File: src/rtl/regs_arb_pkg.sv
// Shared types and constants for the register-port access arbiter.
package regs_arb_pkg;

  typedef enum logic [1:0] {
    StIdle,
    StWait,
    StResp
  } arb_state_e;

  localparam int unsigned DATA_W = 32;
  localparam logic        RD     = 1'b0;
  localparam logic        WR     = 1'b1;

  // Timeout counter width: enough to hold the limit, never narrower than 4 bits.
  function automatic int unsigned cnt_width(input int unsigned timeout);
    return ($clog2(timeout + 1) < 4) ? 4 : $clog2(timeout + 1);
  endfunction

endpackage

File: src/rtl/regs_access_arb_if.sv
// Register block port bundle; the arbiter drives it through the master modport.
interface regs_access_arb_if
  import regs_arb_pkg::*;
#(
  parameter int unsigned ADDR_SIZE_P = 4
) ();

  logic [ADDR_SIZE_P-1:0] addr;
  logic                   rd_wr;
  logic                   req;
  logic [DATA_W-1:0]      write_val;
  logic [DATA_W-1:0]      read_val;
  logic                   ack;

  modport master (
    output addr,
    output rd_wr,
    output req,
    output write_val,
    input  read_val,
    input  ack
  );

  modport slave (
    input  addr,
    input  rd_wr,
    input  req,
    input  write_val,
    output read_val,
    output ack
  );

endinterface

File: src/rtl/regs_rr_arb.sv
// Combinational round-robin grant: first requester at or above ptr_i, wrapping.
module regs_rr_arb #(
  parameter int unsigned NUM_REQ_P = 2,
  parameter int unsigned PTR_W     = 1
) (
  input  logic [NUM_REQ_P-1:0] req_i,
  input  logic [PTR_W-1:0]     ptr_i,
  output logic [NUM_REQ_P-1:0] gnt_o
);

  // One spare bit so ptr + offset never overflows before the wrap.
  logic [PTR_W:0] idx;
  logic           found;

  always_comb begin
    gnt_o = '0;
    found = 1'b0;
    idx   = '0;
    for (int unsigned i = 0; i < NUM_REQ_P; i++) begin
      idx = {1'b0, ptr_i} + (PTR_W + 1)'(i);
      if (idx >= (PTR_W + 1)'(NUM_REQ_P)) begin
        idx = idx - (PTR_W + 1)'(NUM_REQ_P);
      end
      if (!found && req_i[idx[PTR_W-1:0]]) begin
        gnt_o[idx[PTR_W-1:0]] = 1'b1;
        found                 = 1'b1;
      end
    end
  end

endmodule

File: src/rtl/regs_access_arb.sv
// Round-robin arbiter sharing one register block port among NUM_REQ_P requesters.
// Define REGS_ARB_TIMEOUT_EN to abort a WAIT after TIMEOUT_P cycles with req_err_o.
module regs_access_arb
  import regs_arb_pkg::*;
#(
  parameter int unsigned ADDR_SIZE_P = 4,
  parameter int unsigned NUM_REQ_P   = 2,
  parameter int unsigned TIMEOUT_P   = 15
) (
  input  logic                                  clk,
  input  logic                                  reset_L,
  input  logic [NUM_REQ_P-1:0]                  req_i,
  input  logic [NUM_REQ_P-1:0][ADDR_SIZE_P-1:0] req_addr_i,
  input  logic [NUM_REQ_P-1:0]                  req_rd_wr_i,
  input  logic [NUM_REQ_P-1:0][DATA_W-1:0]      req_wdata_i,
  output logic [NUM_REQ_P-1:0]                  req_ack_o,
  output logic [DATA_W-1:0]                     req_rdata_o,
  output logic                                  req_err_o,
  output logic                                  busy_o,
  regs_access_arb_if.master                     bus
);

  localparam int unsigned PtrW = $clog2(NUM_REQ_P);

  if (NUM_REQ_P < 2 || NUM_REQ_P > 4) begin : g_bad_num_req
    $error("regs_access_arb: NUM_REQ_P must be 2..4");
  end
  if (TIMEOUT_P == 0) begin : g_bad_timeout
    $error("regs_access_arb: TIMEOUT_P must be nonzero");
  end

  arb_state_e             state_q, state_d;
  logic [PtrW-1:0]        ptr_q, ptr_d;
  logic [PtrW-1:0]        gnt_idx_q, gnt_idx_d;
  logic [ADDR_SIZE_P-1:0] addr_q, addr_d;
  logic                   rd_wr_q, rd_wr_d;
  logic                   breq_q, breq_d;
  logic [DATA_W-1:0]      wdata_q, wdata_d;
  logic [NUM_REQ_P-1:0]   ack_q, ack_d;
  logic [DATA_W-1:0]      rdata_q, rdata_d;

  logic [NUM_REQ_P-1:0]   gnt_oh;
  logic [PtrW-1:0]        gnt_idx;
  logic [NUM_REQ_P-1:0]   held_oh;

`ifdef REGS_ARB_TIMEOUT_EN
  localparam int unsigned CntW = cnt_width(TIMEOUT_P);
  logic [CntW-1:0] cnt_q, cnt_d;
  logic            err_q, err_d;
`endif

  regs_rr_arb #(
    .NUM_REQ_P (NUM_REQ_P),
    .PTR_W     (PtrW)
  ) u_rr_arb (
    .req_i (req_i),
    .ptr_i (ptr_q),
    .gnt_o (gnt_oh)
  );

  always_comb begin
    gnt_idx = '0;
    for (int unsigned i = 0; i < NUM_REQ_P; i++) begin
      if (gnt_oh[i]) gnt_idx = PtrW'(i);
    end
  end

  assign held_oh = NUM_REQ_P'(1) << gnt_idx_q;

  always_comb begin
    state_d   = state_q;
    ptr_d     = ptr_q;
    gnt_idx_d = gnt_idx_q;
    addr_d    = addr_q;
    rd_wr_d   = rd_wr_q;
    breq_d    = breq_q;
    wdata_d   = wdata_q;
    ack_d     = '0;
    rdata_d   = rdata_q;
`ifdef REGS_ARB_TIMEOUT_EN
    cnt_d     = cnt_q;
    err_d     = err_q;
`endif
    unique case (state_q)
      StIdle: begin
        if (|req_i) begin
          gnt_idx_d = gnt_idx;
          addr_d    = req_addr_i[gnt_idx];
          rd_wr_d   = req_rd_wr_i[gnt_idx];
          wdata_d   = req_wdata_i[gnt_idx];
          breq_d    = 1'b1;
          state_d   = StWait;
`ifdef REGS_ARB_TIMEOUT_EN
          cnt_d     = '0;
`endif
        end
      end
      StWait: begin
        if (bus.ack) begin
          breq_d  = 1'b0;
          rdata_d = (rd_wr_q == WR) ? '0 : bus.read_val;
          ack_d   = held_oh;
          state_d = StResp;
`ifdef REGS_ARB_TIMEOUT_EN
          err_d   = 1'b0;
        end else if (cnt_q == CntW'(TIMEOUT_P - 1)) begin
          breq_d  = 1'b0;
          rdata_d = '0;
          ack_d   = held_oh;
          err_d   = 1'b1;
          state_d = StResp;
        end else begin
          cnt_d   = cnt_q + CntW'(1);
`endif
        end
      end
      StResp: begin
        ptr_d   = (gnt_idx_q == PtrW'(NUM_REQ_P - 1)) ? '0 : gnt_idx_q + PtrW'(1);
        state_d = StIdle;
      end
      default: state_d = StIdle;
    endcase
  end

  always_ff @(posedge clk or negedge reset_L) begin
    if (!reset_L) begin
      state_q   <= StIdle;
      ptr_q     <= '0;
      gnt_idx_q <= '0;
      addr_q    <= '0;
      rd_wr_q   <= 1'b0;
      breq_q    <= 1'b0;
      wdata_q   <= '0;
      ack_q     <= '0;
      rdata_q   <= '0;
`ifdef REGS_ARB_TIMEOUT_EN
      cnt_q     <= '0;
      err_q     <= 1'b0;
`endif
    end else begin
      state_q   <= state_d;
      ptr_q     <= ptr_d;
      gnt_idx_q <= gnt_idx_d;
      addr_q    <= addr_d;
      rd_wr_q   <= rd_wr_d;
      breq_q    <= breq_d;
      wdata_q   <= wdata_d;
      ack_q     <= ack_d;
      rdata_q   <= rdata_d;
`ifdef REGS_ARB_TIMEOUT_EN
      cnt_q     <= cnt_d;
      err_q     <= err_d;
`endif
    end
  end

  assign bus.addr      = addr_q;
  assign bus.rd_wr     = rd_wr_q;
  assign bus.req       = breq_q;
  assign bus.write_val = wdata_q;
  assign req_ack_o     = ack_q;
  assign req_rdata_o   = rdata_q;
  assign busy_o        = (state_q != StIdle);
`ifdef REGS_ARB_TIMEOUT_EN
  assign req_err_o     = err_q;
`else
  assign req_err_o     = 1'b0;
`endif

endmodule

File: src/flat_wrapper.sv
// flat-port wrapper written by rule: the top's interface ports become plain ports
module regs_access_arb_flat import regs_arb_pkg::*;
#(
  parameter int unsigned ADDR_SIZE_P = 4,
  parameter int unsigned NUM_REQ_P   = 2,
  parameter int unsigned TIMEOUT_P   = 15
)
  (clk, reset_L, req_i, req_addr_i, req_rd_wr_i, req_wdata_i, req_ack_o, req_rdata_o, req_err_o, busy_o, bus_addr, bus_rd_wr, bus_req, bus_write_val, bus_read_val, bus_ack);
  regs_access_arb_if #(.ADDR_SIZE_P(ADDR_SIZE_P)) bus_i ();
  input  logic clk;
  input  logic reset_L;
  input  logic [NUM_REQ_P-1:0] req_i;
  input  logic [NUM_REQ_P-1:0][ADDR_SIZE_P-1:0] req_addr_i;
  input  logic [NUM_REQ_P-1:0] req_rd_wr_i;
  input  logic [NUM_REQ_P-1:0][DATA_W-1:0] req_wdata_i;
  output logic [NUM_REQ_P-1:0] req_ack_o;
  output logic [DATA_W-1:0] req_rdata_o;
  output logic req_err_o;
  output logic busy_o;
  output wire logic [$bits(bus_i.addr)-1:0] bus_addr;
  output wire logic [$bits(bus_i.rd_wr)-1:0] bus_rd_wr;
  output wire logic [$bits(bus_i.req)-1:0] bus_req;
  output wire logic [$bits(bus_i.write_val)-1:0] bus_write_val;
  input wire logic [$bits(bus_i.read_val)-1:0] bus_read_val;
  input wire logic [$bits(bus_i.ack)-1:0] bus_ack;
  assign bus_addr = bus_i.addr;
  assign bus_rd_wr = bus_i.rd_wr;
  assign bus_req = bus_i.req;
  assign bus_write_val = bus_i.write_val;
  assign bus_i.read_val = bus_read_val;
  assign bus_i.ack = bus_ack;
  regs_access_arb #(.ADDR_SIZE_P(ADDR_SIZE_P), .NUM_REQ_P(NUM_REQ_P), .TIMEOUT_P(TIMEOUT_P)) u_core (.clk(clk), .reset_L(reset_L), .req_i(req_i), .req_addr_i(req_addr_i), .req_rd_wr_i(req_rd_wr_i), .req_wdata_i(req_wdata_i), .req_ack_o(req_ack_o), .req_rdata_o(req_rdata_o), .req_err_o(req_err_o), .busy_o(busy_o), .bus(bus_i));
endmodule
File: config.mk
export PLATFORM = sky130hd
export DESIGN_NAME = regs_access_arb_flat
export DESIGN_NICKNAME = d
export VERILOG_FILES = /design/src/rtl/regs_arb_pkg.sv /design/src/rtl/regs_access_arb_if.sv /design/src/rtl/regs_rr_arb.sv /design/src/rtl/regs_access_arb.sv /design/src/flat_wrapper.sv
export SDC_FILE = /design/constraint.sdc
export NUM_CORES = 1
export LEC_CHECK = 0
export CAP_MARGIN = 5
export CORE_ASPECT_RATIO = 0.7
export CORE_MARGIN = 5
export CORE_UTILIZATION = 43
export CTS_CLUSTER_DIAMETER = 100
export DETAILED_ROUTE_END_ITERATION = 6
export PLACE_DENSITY = 0.86
export RECOVER_POWER = 25
export SETUP_SLACK_MARGIN = 0.1
export SYNTH_ARGS = -nofsm -noshare
export SYNTH_HDL_FRONTEND = slang
export SYNTH_SLANG_ARGS = --single-unit
File: constraint.sdc
create_clock -name clk -period 2.5 [get_ports clk]
set_clock_uncertainty 0.15 [all_clocks]
set_input_delay 0.5 -clock clk [delete_from_list [all_inputs] [get_ports clk]]
set_output_delay 0.5 -clock clk [all_outputs]
set_load 0.01 [all_outputs]
* After elaboration in Yosys (flattened, before gate mapping)
Cells that the tools add are included.
** Storage, ports and cells
- Bits in registers :: 76
- Input bits :: 111
- Output and inout bits :: 74
- Logic and storage cells :: 68
** Operators by class
- $add $sub $neg :: 4
- Order comparisons :: 7
- Eq/ne operators :: 4
- Shift-type cells :: 1
- Multiplexer cells :: 30
- Bitwise logic cells :: 1
- Reductions and logical operators :: 12
** Operators with widths (number)
- 32-bit two-way mux :: 3
- 1-bit two-way mux :: 15
- 2-bit two-way mux :: 6
- 4-bit two-way mux :: 2
- 1-bit by 2-bit less-than comparator with 1-bit output, second input constant :: 3
- 2-bit AND reduction :: 3
- 2-bit case mux with 2 select lines :: 1
- 2-bit nonzero test :: 2
- 1-bit logical AND :: 3
- 3-bit AND reduction :: 1
- 1-bit by 1-bit adder with 2-bit output, second input constant :: 1
- 1-bit demux with 1-bit select :: 2
- 2-bit by 1-bit == test with 1-bit output, second input constant :: 1
- 2-bit == test, second input constant :: 1
- 1-bit >= comparator, second input constant :: 2
- 1-bit by 2-bit >= comparator with 1-bit output, second input constant :: 1
- 2-bit >= comparator, second input constant :: 1
- 2-bit zero test :: 1
- 2-bit by 1-bit inequality test with 1-bit output, second input constant :: 1
- 2-bit inequality test, second input constant :: 1
- 2-bit OR :: 1
- 1-bit case mux with 2 select lines :: 1
- 2-bit OR reduction :: 1
- 1-bit by 1-bit left shift with 2-bit output, first input constant :: 1
- other kinds (3) :: 4

* Logic depth before layout (Yosys ltp)
Gate-level depths: netlist of the first run.
- Depth after elaboration :: 12
- Depth in mapped cells :: 5
- Mapped depth without buffers :: 3

* By module
Synthesis of the first run repeated with hierarchy kept, for this count alone.
** Second synthesis, totals
- Cells, all modules :: 283
- Area, all modules :: 3595.9 um^2
** By module, submodules not included
- regs_access_arb :: times used 1, cells an instance 280, area an instance 3577.2 um^2, sequential area each 1901.8 um^2
- regs_rr_arb :: times used 1, cells an instance 3, area an instance 18.8 um^2, sequential area each 0.0 um^2

* Worst setup path before layout of the first run
Ideal clock, no wire load.
- Kind :: input-to-reg
- From :: input req_i[0]
- To :: register u_core.wdata_q[18] (netlist: u_core.bus.write_val[18])
- Setup time :: 0.132 ns
- Arrival time :: 1.269 ns
- Data required time :: 2.218 ns
- Path slack :: 0.949 ns
- Stages on the path :: 5
- Path buffers :: 2
- Cells stage by stage :: or2_1 buf_2 buf_2 a21oi_1 a31oi_2
** Between the ends
- Word-level cells in the longest chain between the ends :: 9
- Elaborated cells on any way between the ends :: 15
- Those cells by class :: 10 x mux; 1 x bitwise; 4 x reduce/logical
** RTL lines
- start, declared :: line flat_wrapper.sv:12 : input logic [NUM_REQ_P-1:0] req_i;
- 1-bit two-way mux (not written as such) (2 in a row) :: line regs_rr_arb.sv:24 : if (!found && req_i[idx[PTR_W-1:0]]) begin
- 1-bit two-way mux :: line regs_rr_arb.sv:24
- 1-bit zero test :: line regs_rr_arb.sv:24
- 1-bit logical AND :: line regs_rr_arb.sv:24
- 2-bit two-way mux :: line regs_rr_arb.sv:24
- 1-bit two-way mux :: line regs_access_arb.sv:64 : if (gnt_oh[i]) gnt_idx = PtrW'(i);
- 32-bit two-way mux (not written as such) (2 in a row) :: line regs_access_arb.sv:90 : wdata_d = req_wdata_i[gnt_idx];
- end signal, assigned :: line regs_access_arb.sv:147 : wdata_q <= wdata_d;
- end, declared :: line regs_access_arb.sv:38 : logic [DATA_W-1:0] wdata_q, wdata_d;
Parallel ways exist; a longest one is shown, timed or not. The select of a mux whose other input is x is not followed.
A chain may end at the register's enable or synchronous reset.

* Final worst setup path of the first run
- From :: input bus_ack
- To :: register u_core.rdata_q[26] (netlist: u_core.req_rdata_o[26])
** Between the ends
- Word-level cells in the longest chain between the ends :: 1
** RTL lines
- start, declared :: line flat_wrapper.sv:25 : input wire logic [$bits(bus_i.ack)-1:0] bus_ack;
- 2-bit AND reduction (no line)
- end signal, assigned :: line regs_access_arb.sv:149 : rdata_q <= rdata_d;
- end, declared :: line regs_access_arb.sv:40 : logic [DATA_W-1:0] rdata_q, rdata_d;
Every way passes these cells.

==> flow_summary_export.csv, run 1 <==
group,metric,value,unit
global_routing,grt_pass1_wl,19.02,mm
setup_path,crit_required,2.50,ns
die,core_area,0.007939,sq mm
setup_path,critical_path_peak_fanout,26,
global_routing,grt_usage,22.64,%
route,viasPerCell,5.403,
global_routing,grt_pass1_vias,3628,
clock_tree,clkTransAtPathRegs,0.06,ns
clock_tree,cts_hold_buffers,1,
place,io_buffers,183,
clock_tree,cts_tree,"built",
global_routing,grt_use_met3,7.317,%
clock_tree,cts-root-buf,"clkbuf_16",
route,drtIter0Drc,565,
setup_path,critPathLaunch,"bus_ack",
timing,fin_crit_sh,83.72,%
global_routing,overflow,0,
yosys,synthMuxAreaShare,0,%
route,wirelength,11.26,mm
global_routing,antenna_found_initial,0,
hold_path,hold_path.startpoint,"u_core.gnt_idx_q",
layout,utilization,72.07,%
timing,worstMarginPinSlew,0.9103,ns
yosys,syn_inst,381,
route,post-route-drc-count,0,
yosys,ys_ff_latch,76,
place,dpl.cell_count,638,
layout,n_fill_cell,595,
route,firstDrtPassIters,5,
yosys,synth-xor-area-share,0,%
layout,nNetsFinal,660,
yosys,synth_compound_area_share,23.78,%
timing,period_minus_slack,2.093,ns
layout,antenna_cells,0,
route,postRouteAntennaNets,0,
yosys,synthSimpleGateAreaFrac,16.34,%
yosys,synth_cell_types,22,
setup_path,r2r_start,"u_core.state_q[0]",
hold_path,hold_path_end,"u_core.req_ack_o[0]",
clock_tree,cts_resized,0,
global_routing,grt_max_degree,45,
timing,slew_viol_final,0,
outcome,outcome,"completed",
global_routing,grt_use_met1,29.94,%
setup_path,cp-end-kind,"flip-flop",
die,start_util,44.67,%
setup_path,ff2ff_path_depth,4,
setup_path,worstSetupPathType,"in -> reg",
yosys,yosys_warnings,0,
place,globalplace.congestion,0.8265,
clock_tree,numCtsBuffers,9,
layout,fin_area,0.005722,sq mm
yosys,synth_adder_area_share,0,%
place,dp.final_hpwl,8.187,mm
global_routing,busiest_layer,"met2",
yosys,syn_area,0.003546,sq mm
layout,final_cells,655,
clock_tree,htree_levels,3,
timing,setup_viol,0,
pwr,peakVddDrop,0.0005908,V
layout,syn2layout_area_growth,61.36,%
setup_path,start_kind,"input port",
die,dieArea,0.01019,sq mm
clock_tree,clkLatencyLatePin,0.32,ns
yosys,synth_top_family_by_area,"compound AO/OA/AOI/OAI gates",
place,placed_cell_area,0.005419,sq mm
setup_path,rrSetupSlack,0.56,ns
yosys,seq_area_frac_synth,53.63,%
timing,grt_setup_unrepaired,"no",
setup_path,reg2reg_to,"u_core.bus.addr[2]",
die,die_y,85.98,microns
route,vias,3539,
layout,drive_above_1_share,7.401,%
setup_path,crit_arrival,2.10,ns
timing,fmax,477.8,MHz
clock_tree,clock_path_buffers,2,
yosys,postSynthAreaPerCell,9.307,sq um
timing,hold_viol,0,
hold_path,hold_path.class,"reg -> reg",
pwr,p_leak,2.269,nW
timing,slew-limit-headroom,39.31,%
die,pin_count,185,
clock_tree,clock_sinks,76,
flow_run,maxCapViolCount,0,
pwr,p_per_area,1151,mW/mm^2
die,die_w,118.5,microns
yosys,syn_nets,492,
die,rows,27,
route,routedWlPerCell,17.20,microns
hold_path,worstHoldPathCells,1,
global_routing,met2_usage,36.35,%
timing,finalSetupTns,0,ns
clock_tree,post_cts_buffers,0,
## worst max-delay path by stage
stage | endpoint | slack, ns | cells after the start
after floorplan | u_core.bus.write_val[18] | 0.95 | 5
after global placement | u_core.gnt_idx_q | 0.44 | 4
after detailed placement | u_core.bus.addr[2] | 0.39 | 4
after CTS | busy_o | 0.39 | 3
after global routing | u_core.req_rdata_o[20] | 0.20 | 4
final | u_core.req_rdata_o[26] | 0.41 | 4
## cell usage after synthesis
cell | instances | area share (%)
buf_4 | 4 | 0.85
nand2b_1 | 35 | 6.2
nand3_1 | 37 | 5.2
nor2_1 | 3 | 0.32
nand3b_1 | 1 | 0.21
a31oi_2 | 10 | 3.5
and2_4 | 1 | 0.25
nor2b_1 | 1 | 0.18
buf_6 | 3 | 0.95
a21oi_1 | 37 | 5.2
or2_1 | 1 | 0.18
dfrtp_1 | 76 | 54
a31oi_1 | 27 | 4.8
buf_1 | 2 | 0.21
inv_1 | 4 | 0.42
conb_1 | 1 | 0.11
clkbuf_1 | 15 | 1.6
o32ai_1 | 1 | 0.25
o21ai_1 | 3 | 0.42
buf_2 | 15 | 2.1
o21ai_0 | 68 | 9.6
nand2_1 | 36 | 3.8
## layout by cell type, fill, tap and decap left out, types with 2 or more instances in the layout
cell type / instances
clkdlybuf4s50_1: 181
dfrtp_1: 76
o21ai_0: 68
nand3_1: 37
a21oi_1: 37
nand2_1: 36
nand2b_1: 35
a31oi_1: 27
a31oi_2: 10
clkbuf_16: 9
buf_4: 8
inv_1: 4
o21ai_1: 3
nor2_1: 2
clkinvlp_4: 2
clkinv_4: 2
dlygate4sd3_1: 2
clkbuf_2: 2
buf_12: 2
## stage by stage
step	power, mW	hold slack, ns	setup slack (ns)
after floorplan	3.656	0.05441	0.9486
after global placement	5.242	0.3032	0.4417
after detailed placement	5.346	0.3065	0.3897
after CTS	6.668	0.3181	0.3922
after global routing	7.038	0.3444	0.2018
final	6.588	0.3095	0.4069
## logic make-up after synthesis
logic type	after synthesis
AOI/OAI and AO/OA	146
buffers and inverters	43
DFF	76
other	1
and+or+nand+nor	115
## state kept, by name, indices dropped and copies added (netlist names)
register	cells
u_core.gnt_idx_q	1
u_core.ptr_q	1
u_core.bus.write_val	32
u_core.state_q	2
u_core.bus.rd_wr	1
u_core.req_rdata_o	32
u_core.bus.addr	4
u_core.bus.req	1
u_core.req_ack_o	2
## routing by layer
metal	wire length (microns)	vias to the layer above	share of wire, %
met5	0	-	0
met3	1024	14	9.1
met4	159	0	1.4
met2	5441	187	48
li1	-	1674	-
met1	4639	1664	41
## layout make-up
type                    instances  area (sq um)  area share (%)
flip-flops and latches         76          1902           33.24
inverters                       4         15.01          0.2624
multi-input cells             262          1431           25.02
repair buffers                196          1946           34.00
clock inverters                 7         76.32           1.334
clock buffers                   9         225.2           3.936
well taps                     101         126.4           2.209
## worst max-delay path, cell delays in order
cell and delay (ns):
dlygate4sd3_1 0.55, nand3b_1 0.11, clkbuf_1 0.69, o21ai_0 0.24
## where the power goes
part	switching, mW	internal, mW
Sequential	0.346	1.83
Clock	0.511	0.778
Combinational	1.47	1.65
No activity file was read; power rests on OpenSTA's default activity.
==> run 2: changes to the inputs <==
--- a/config.mk
+++ b/config.mk
@@ -8,10 +8,10 @@
 export CAP_MARGIN = 5
 export CORE_ASPECT_RATIO = 0.7
 export CORE_MARGIN = 5
-export CORE_UTILIZATION = 43
+export CORE_UTILIZATION = 36
 export CTS_CLUSTER_DIAMETER = 100
 export DETAILED_ROUTE_END_ITERATION = 6
-export PLACE_DENSITY = 0.86
+export PLACE_DENSITY = 0.77
 export RECOVER_POWER = 25
 export SETUP_SLACK_MARGIN = 0.1
 export SYNTH_ARGS = -nofsm -noshare
==> constraint.sdc (replaced) <==
create_clock -name clk -period 1.73 [get_ports clk]
set_clock_uncertainty 0.15 [all_clocks]
set_input_delay 0.346 -clock clk [delete_from_list [all_inputs] [get_ports clk]]
set_output_delay 0.346 -clock clk [all_outputs]
set_load 0.01 [all_outputs]
==> flow_summary_export.csv, run 2 (synthesis gave the netlist of run 1 again) <==
group,metric,value,unit
outcome,outcome,"completed",
setup_path,rrSetupSlack,0.17,ns
setup_path,cp-end-kind,"output pin",
pwr,power,8.923,mW
die,dieArea,0.01197,sq mm
timing,fin_crit_sh,90.58,%
route,firstDrtPassIters,4,
global_routing,grt_pass1_vias,3756,
route,wl_met1,4.641,mm
global_routing,grt_usage,19.92,%
route,routedWlPerCell,17.12,microns
global_routing,grt_max_degree,77,
route,postRouteAntennaNets,0,
setup_path,slowest_delay,0.42,ns
clock_tree,cts-root-buf,"clkbuf_16",
route,post-route-drc-count,0,
layout,nNetsFinal,667,
timing,hold-worst-slack,0.3216,ns
timing,setup_viol,0,
clock_tree,clkTransAtPathRegs,0.06,ns
pwr,p_leak,2.473,nW
timing,finalSetupTns,0,ns
setup_path,worstSetupPathType,"reg -> out",
global_routing,antenna_found_initial,0,
setup_path,critical_path_peak_fanout,4,
clock_tree,numCtsBuffers,9,
timing,period_minus_slack,1.567,ns
timing,fmax,638.1,MHz
setup_path,crit_buf_inv,2,
die,die_y,93.04,microns
route,vias,3536,
route,wl_met2,5.810,mm
layout,final_common_cell,"clkdlybuf4s50_1",
setup_path,ff2ff_path_depth,4,
place,dpl.cell_count,671,
setup_path,r2r_start,"u_core.state_q[1]",
global_routing,overflow,0,
route,viasPerCell,5.140,
layout,n_fill_cell,869,
setup_path,cp_slowest_cell,"dfrtp_1",
layout,drive_above_1_share,8.393,%
pwr,p_per_area,1554,mW/mm^2
clock_tree,clkLatencyLatePin,0.33,ns
route,wl_met3,1.063,mm
route,highest_layer,"met4",
place,io_buffers,183,
layout,final_cells,688,
timing,slew-limit-headroom,54.13,%
hold_path,worstHoldPathCells,2,
pwr,peakVddDrop,0.0005700,V
layout,final_cell_mix,"clkdlybuf4s50_1, dfrtp_1, dlygate4sd2_1",
hold_path,hold_path.startpoint,"u_core.bus.req",
clock_tree,htree_levels,3,
place,globalplace.congestion,0.7859,
die,start_util,36.76,%
clock_tree,cts_tree,"built",
die,pin_count,185,
timing,worstMarginPinSlew,0.6881,ns
layout,syn2layout_area_growth,61.93,%
clock_tree,clock_sinks,76,
setup_path,critPathTopFamily,"flip-flops",
flow_run,maxCapViolCount,0,
setup_path,path_cells,"nor2_4 -> inv_1 -> buf_2",
hold_path,hold_path.class,"reg -> reg",
clock_tree,clock_path_buffers,2,
route,drtIter0Drc,232,
hold_path,hold_path_end,"u_core.bus.req",
setup_path,crit_required,1.23,ns
place,dp.final_hpwl,8.417,mm
setup_path,start_kind,"flip-flop",
route,wirelength,11.78,mm
global_routing,grt_pass1_wl,19.06,mm
die,die_w,128.6,microns
layout,antenna_cells,0,
setup_path,reg2reg_to,"u_core.bus.write_val[27]",
timing,grt_setup_unrepaired,"no",
setup_path,crit_arrival,1.07,ns
timing,hold_viol,0,
die,rows,30,
die,core_area,0.009647,sq mm
timing,slew_viol_final,0,
-- run 2: cell types whose count changed in the layout (fill, tap and decap cells not counted), sizes merged, moves of 2 or more --
cell and change:
clkbuf +2, clkdlybuf4s50 -72, buf +9, clkinvlp -2, dlygate4sd2 +72
-- run 2: worst reg2reg max path, cell delays in order (launching register included) --
cell,delay [ns]
dfrtp_1,0.42
nor2_4,0.13
buf_4,0.21
and2_4,0.35
a31oi_1,0.15
-- run 2: layout make-up --
class                   instances  area, sq um  share of cell area, %
well taps                     128        160.2                  2.789
clock inverters                 2        10.01                 0.1743
multi-input cells             263         1450                  25.26
repair buffers                202         1944                  33.86
flip-flops and latches         76         1902                  33.12
clock buffers                  13        260.3                  4.533
inverters                       4        15.01                 0.2615
-- run 2: timing repair --
item                       in CTS  in global routing
pin swaps                       2                  0
hold endpoints to repair       76                  0
setup endpoints to repair     111                 19
buffers inserted                0                  0
resized for setup              78                  3
hold buffers                    1                  0
cloned                          1                  0
-- run 2: worst max path at each step --
stage,slack [ns],cells after the start,start,end
after floorplan,0.33,5,req_i[0],u_core.bus.write_val[18]
after global placement,-0.18,4,req_i[1],u_core.gnt_idx_q
after detailed placement,-0.27,4,req_i[1],u_core.bus.addr[2]
after CTS,0.14,5,req_i[1],u_core.bus.write_val[27]
after global routing,0.10,4,u_core.state_q[1],u_core.bus.write_val[27]
final,0.16,3,u_core.state_q[1],busy_o
-- run 2: report_power, final --
group | leakage (nW) | switching (mW) | total, mW | internal [mW]
combinational | 1.41 | 2.19 | 4.10 | 1.91
sequential | 0.923 | 0.470 | 3.12 | 2.65
clock | 0.135 | 0.669 | 1.71 | 1.04
-- run 2: per-layer routing --
metal	vias up	GRT usage [%]
met5	-	0
met1	1673	24.79
met2	155	32.32
met4	0	7.430
met3	20	6.621
li1	1688	-
-- run 2: through the flow --
step / cell area (sq um) / utilization, % / setup WS [ns]
5_1_grt: 5742 / 59.52 / 0.1041
2_1_floorplan: 3546 / - / 0.3326
3_3_place_gp: 5540 / 57.43 / -0.1800
3_5_place_dp: 5540 / 57.43 / -0.2685
4_1_cts: 5738 / 59.48 / 0.1372
6_report: 5742 / 59.52 / 0.1629
